## src/rtl/fpu_mant_divider.sv

```systemverilog
// fpu_mant_divider
// ----------------
// Sequential unsigned restoring divider for floating-point mantissas. It is the
// divide-path counterpart of the shift-add mantissa multiplier and uses the same
// handshake: a one-cycle start pulse, then a level done. One quotient bit is
// produced per clock, for FRAC_WIDTH+3 iterations in total.
//
// The quotient carries guard and round bits, and the sticky bit reports a
// nonzero final remainder. Both feed the FPU rounding stage.
//
// Ports:
//   clock      system clock
//   reset      asynchronous, active-high reset
//   start      one-cycle pulse; latches the operands and starts (or restarts)
//              a division from any state
//   divIn1     dividend mantissa (FRAC_WIDTH+1 bits, hidden bit included)
//   divIn2     divisor mantissa  (FRAC_WIDTH+1 bits, hidden bit included)
//   quotient   floor(divIn1 * 2^(FRAC_WIDTH+2) / divIn2); valid while done=1
//   sticky     final remainder is nonzero; valid while done=1
//   divByZero  latched flag: divIn2 == 0
//   overflow   latched flag: divIn1 >= 2*divIn2, with divIn2 != 0
//   done       result valid; held high until the next start or reset
module fpu_mant_divider #(
  parameter int FRAC_WIDTH = 10
) (
  input  logic                  clock,
  input  logic                  reset,
  input  logic                  start,
  input  logic [FRAC_WIDTH:0]   divIn1,
  input  logic [FRAC_WIDTH:0]   divIn2,
  output logic [FRAC_WIDTH+2:0] quotient,
  output logic                  sticky,
  output logic                  divByZero,
  output logic                  overflow,
  output logic                  done
);

  localparam int QW = FRAC_WIDTH + 3;        // quotient / remainder width
  localparam int CW = $clog2(QW + 1);        // counter covers 0..QW

  typedef enum logic [1:0] {
    WAIT = 2'd0,
    COMP = 2'd1,
    DONE = 2'd2
  } state_t;

  state_t                state_q, state_d;
  logic [QW-1:0]         rem_q, rem_d;
  logic [FRAC_WIDTH:0]   dvs_q, dvs_d;
  logic [QW-1:0]         quot_q, quot_d;
  logic [CW-1:0]         cnt_q, cnt_d;
  logic                  dbz_q, dbz_d;
  logic                  ovf_q, ovf_d;

  logic [QW-1:0]         dvs_ext;
  logic                  rem_ge;
  logic [QW-1:0]         rem_sub;
  logic                  force_ones;

  assign dvs_ext = {2'b00, dvs_q};
  assign rem_ge  = (rem_q >= dvs_ext);
  assign rem_sub = rem_q - dvs_ext;

  always_comb begin
    state_d = state_q;
    rem_d   = rem_q;
    dvs_d   = dvs_q;
    quot_d  = quot_q;
    cnt_d   = cnt_q;
    dbz_d   = dbz_q;
    ovf_d   = ovf_q;

    if (start) begin
      // A start pulse always wins: it aborts a running division and also
      // leaves DONE directly, so no reset is needed between operations.
      rem_d   = {2'b00, divIn1};
      dvs_d   = divIn2;
      quot_d  = '0;
      cnt_d   = '0;
      dbz_d   = (divIn2 == '0);
      // Overflow means the quotient would need a bit above the top position,
      // which happens when the dividend is at least twice the divisor.
      ovf_d   = (divIn2 != '0) && ({1'b0, divIn1} >= {divIn2, 1'b0});
      state_d = COMP;
    end else begin
      case (state_q)
        WAIT: ;
        COMP: begin
          quot_d = {quot_q[QW-2:0], rem_ge};
          rem_d  = rem_ge ? (rem_sub << 1) : (rem_q << 1);
          cnt_d  = cnt_q + CW'(1);
          if (cnt_q == CW'(QW - 1)) begin
            state_d = DONE;
          end
        end
        DONE: ;
        default: state_d = WAIT;
      endcase
    end
  end

  always_ff @(posedge clock or posedge reset) begin
    if (reset) begin
      state_q <= WAIT;
      rem_q   <= '0;
      dvs_q   <= '0;
      quot_q  <= '0;
      cnt_q   <= '0;
      dbz_q   <= 1'b0;
      ovf_q   <= 1'b0;
    end else begin
      state_q <= state_d;
      rem_q   <= rem_d;
      dvs_q   <= dvs_d;
      quot_q  <= quot_d;
      cnt_q   <= cnt_d;
      dbz_q   <= dbz_d;
      ovf_q   <= ovf_d;
    end
  end

  // The iterations still run for exceptional operands, so the latency stays
  // fixed. The garbage they produce is masked here with a saturated quotient.
  assign done       = (state_q == DONE);
  assign force_ones = done && (dbz_q || ovf_q);
  assign quotient   = force_ones ? '1 : quot_q;
  assign sticky     = done && !force_ones && (rem_q != '0);
  assign divByZero  = dbz_q;
  assign overflow   = ovf_q;

endmodule
```

## config.mk

```make
export PLATFORM = sky130hd
export DESIGN_NAME = fpu_mant_divider
export DESIGN_NICKNAME = d
export VERILOG_FILES = /design/src/rtl/fpu_mant_divider.sv
export SDC_FILE = /design/constraint.sdc
export NUM_CORES = 1
export LEC_CHECK = 0
export BUFFER_PORTS_ARGS = -buffer_cell sky130_fd_sc_hd__buf_4
export CORE_ASPECT_RATIO = 1.5
export CORE_MARGIN = 3
export CORE_UTILIZATION = 23
export CTS_CLUSTER_DIAMETER = 150
export DETAILED_ROUTE_END_ITERATION = 16
export RECOVER_POWER = 25
export SETUP_SLACK_MARGIN = 0.5
export SLEW_MARGIN = 10
export SYNTH_ARGS = -nofsm -noshare
export SYNTH_HDL_FRONTEND = slang
export SYNTH_SLANG_ARGS = --single-unit
```

## constraint.sdc

```tcl
create_clock -name clock -period 3.3 [get_ports clock]
set_input_delay 0.165 -clock clock [delete_from_list [all_inputs] [get_ports clock]]
set_output_delay 0.165 -clock clock [all_outputs]
set_load 0.005 [all_outputs]
```

==> metrics.csv <==
stage;metric;value;unit
run_status;status;finished, violations left;
run_status;violations;capacitance limit, slew limit;
synthesis;yosysTopAreaCell;dfrtp_1;
worst_hold_path;hp-start;divIn1[4];
clocking;tritoncts;built;
synthesis;synthCells;343;
power;vdd_ir_drop_max;296;uV
setup_path;startpoint_type;flop;
finish;register_area;0.00113;mm^2
synthesis;synth.avg_cell_area;8.61;um^2
worst_hold_path;hp-class;input port to flop;
finish;final_nets;426;
route;drtIter0Drc;131;
synthesis;synthFlopType;dfrtp_1;
timing;finalHoldViolCount;0;
clocking;clk_latency;290;ps
route;route.detailed.drc;0;
setup_path;crit_type;flop to flop;
placement;io_buffers;41;
timing;maxSlewViolCount;46;
placement;dpl-instance-area;0.00341;mm^2
setup_path;arrival;2690;ps
floorplan;fp.dieW;98.5;um
clocking;cts_sinks;45;
global_routing;grt_max_degree;73;
setup_path;crit_path_max_fanout;3;
timing;clock_skew;8.21;ps
clocking;clockRootBuffer;clkbuf_16;
route;routedWlPerCell;13.1;um
synthesis;synthTopCellsByArea;dfrtp_1 38%, ha_1 9.7%, nand2_1 7.6%;
clocking;hold_buffers;0;
floorplan;io-pin-count;42;
timing;setup_violations;0;
route;drtPass1Iterations;4;
floorplan;initial_core_util;23.6;%
synthesis;yosysSeqAreaShare;38.2;%
global_routing;grt_pass1_vias;2556;
placement;dp_hpwl;5290;um
finish;design_area;0.00356;mm^2
synthesis;syn_nets;392;
timing;finalSetupTns;0;ps
route;ant_nets;0;
finish;area_growth;20.5;%
floorplan;core;0.0125;mm^2
global_routing;antenna_found_initial;0;
floorplan;die_y;145;um
clocking;numCtsBuffers;5;
global_routing;grt_pass1_wl;12000;um
clocking;ctsLongestPathBuffers;2;
setup_path;startpoint;rem_q[0];
timing;min_period;2550;ps
timing;relSlewSlack;-65.2;%
timing;hold_slack;99.4;ps
floorplan;fp-row-count;50;
synthesis;synth_cell_types;48;
placement;globalplace.congestion;0.851;
finish;diodes;0;
global_routing;overflow;0;
timing;worst_pin_slew;2480;ps
job;cap_violations;1;
synthesis;syn_area;0.00295;mm^2
floorplan;dieArea;0.0143;mm^2
route;num_vias;2515;
synthesis;yosys_register_bits;45;
setup_path;crit_required;3440;ps
power;p_leak;0.00169;uW
clocking;htreeDepth;2;
finish;fillers;1370;
setup_path;reg2reg_from;rem_q[0];
timing;fmax;393;MHz
setup_path;worstSetupEndpointType;flop;
synthesis;yosysWarnings;0;
clocking;post_cts_buffers;0;
route;viasPerCell;4.71;
synthesis;async_flop_share;100;%
finish;drive_above_1_share;19.8;%
timing;rsz0062_at_grt;no;
synthesis;synth_edf_count;0;
finish;multi_input_area;0.00165;mm^2
global_routing;track_usage;10.2;%
timing;fin_crit_sh;77.2;%
route;drt-total-wl;7010;um
synthesis;synth_top_area_share;38.2;%
power;power.density;633;mW/mm^2
clocking;clkTransAtPathRegs;70;ps
worst max-delay path, cell delays in order, from the launching register on:
cell	delay (ps)
dfrtp_1	410
inv_1	120
ha_1	180
inv_1	50
fa_1	420
a211oi_1	250
o21a_1	240
a21boi_0	140
o2111a_1	270
a41oi_1	200
a311oi_1	120
final timing paths:
| check | endpoint | slack, ps | depth (start not counted) |
|---|---|---|---|
| worst min register to register | quot_q[12] | 530 | 2 |
| min in group asynchronous | cnt_q[2] | 790 | 3 |
| max in group asynchronous | rem_q[12] | 1090 | 3 |
| worst max-delay path | rem_q[11] | 750 | 10 |
| worst max register to register | rem_q[11] | 750 | 10 |
| worst min-delay path | rem_q[4] | 100 | 3 |
flip-flops by register name (all words and copies together) (netlist names):
signal	cells
state_q	2
rem_q	13
overflow	1
quot_q	13
divByZero	1
cnt_q	4
dvs_q	11
cells by family after synthesis:
logic type | synth area share (%)
AOI/OAI and AO/OA | 19.1
xor gates and xnor gates | 3.26
adders and majority gates | 10.4
buffers and inverters | 6.23
DFF | 38.2
muxes | 3.65
and+or+nand+nor | 19.2
cell usage after synthesis, types with 2 or more instances:
cell type / number
a211oi_1: 3
xnor2_1: 5
ha_1: 23
mux2i_1: 7
nand2_1: 60
o21a_1: 4
nand3_1: 5
nand4_1: 3
a21boi_0: 3
o221ai_1: 6
nor2_1: 16
nor3_1: 4
dfrtp_1: 45
or2_2: 14
nand2b_1: 5
a21oi_1: 26
nor4_1: 5
o21ai_0: 20
a21o_1: 5
mux2_2: 2
o31ai_1: 2
nor2b_1: 4
xor2_1: 6
inv_1: 30
clkbuf_1: 15
a221oi_1: 2
a31oi_1: 2
per-stage QoR:
step / power (uW) / setup slack, ps / utilization [%] / std cells
after global routing: 2420 / 528 / 28.4 / 534
final: 2250 / 754 / 28.4 / 534
after global placement: 1710 / 758 / 27.2 / 526
after CTS: 2260 / 642 / 28.4 / 534
after detailed placement: 1740 / 671 / 27.2 / 526
after floorplan: 1520 / 995 / - / 343
report_power, final:
group | switching (uW) | internal [uW] | leakage, uW | total [uW]
Clock | 224 | 285 | 0.0000704 | 509
Combinational | 537 | 470 | 0.00105 | 1010
Sequential | 91.5 | 643 | 0.000574 | 735
Total | 852 | 1400 | 0.00169 | 2250
timing repair:
action                                 CTS  global route
endpoints found under the hold margin    0             0
gates resized for setup                  0             1
setup endpoints to repair                0             4
metal layers:
metal  part of all wire (%)  wire [um]  up-vias  GRT usage [%]
li1                       -          -     1242              -
met3                    3.8        269        9           1.92
met1                     45       3150     1202           13.2
met5                      0          0        -              0
met2                     50       3480       62           17.4
met4                    1.4        101        0           2.95
placed cells by master, fill, tap and decap left out, types with 2 or more instances in the layout:
cell,netlist,final
xor2_1,6,6
or2_2,14,14
o221ai_1,6,6
a21boi_0,3,3
dfrtp_1,45,45
buf_4,0,42
nand3_1,5,5
o21ai_0,20,20
nor4_1,5,5
o21a_1,4,4
clkbuf_16,0,5
nor3_1,4,4
a21oi_1,26,26
a31oi_1,2,2
xnor2_1,5,5
nor2_1,16,16
inv_1,30,29
nand2_1,60,60
nand4_1,3,3
mux2_2,2,2
o31ai_1,2,2
nor2b_1,4,4
nand2b_1,5,5
mux2i_1,7,7
a221oi_1,2,2
ha_1,23,23
a21o_1,5,5
a211oi_1,3,3
area by class of cell:
type                            count  area share, %
Inverter                           30           3.17
Tap cell                          156           5.49
Clock inverter                      3          0.703
Clock buffer                        5           3.52
Timing Repair Buffer               44           9.18
Multi-Input combinational cell    251           46.3
Sequential cell                    45           31.7
Note: power is estimated with default switching activity, not from simulation.
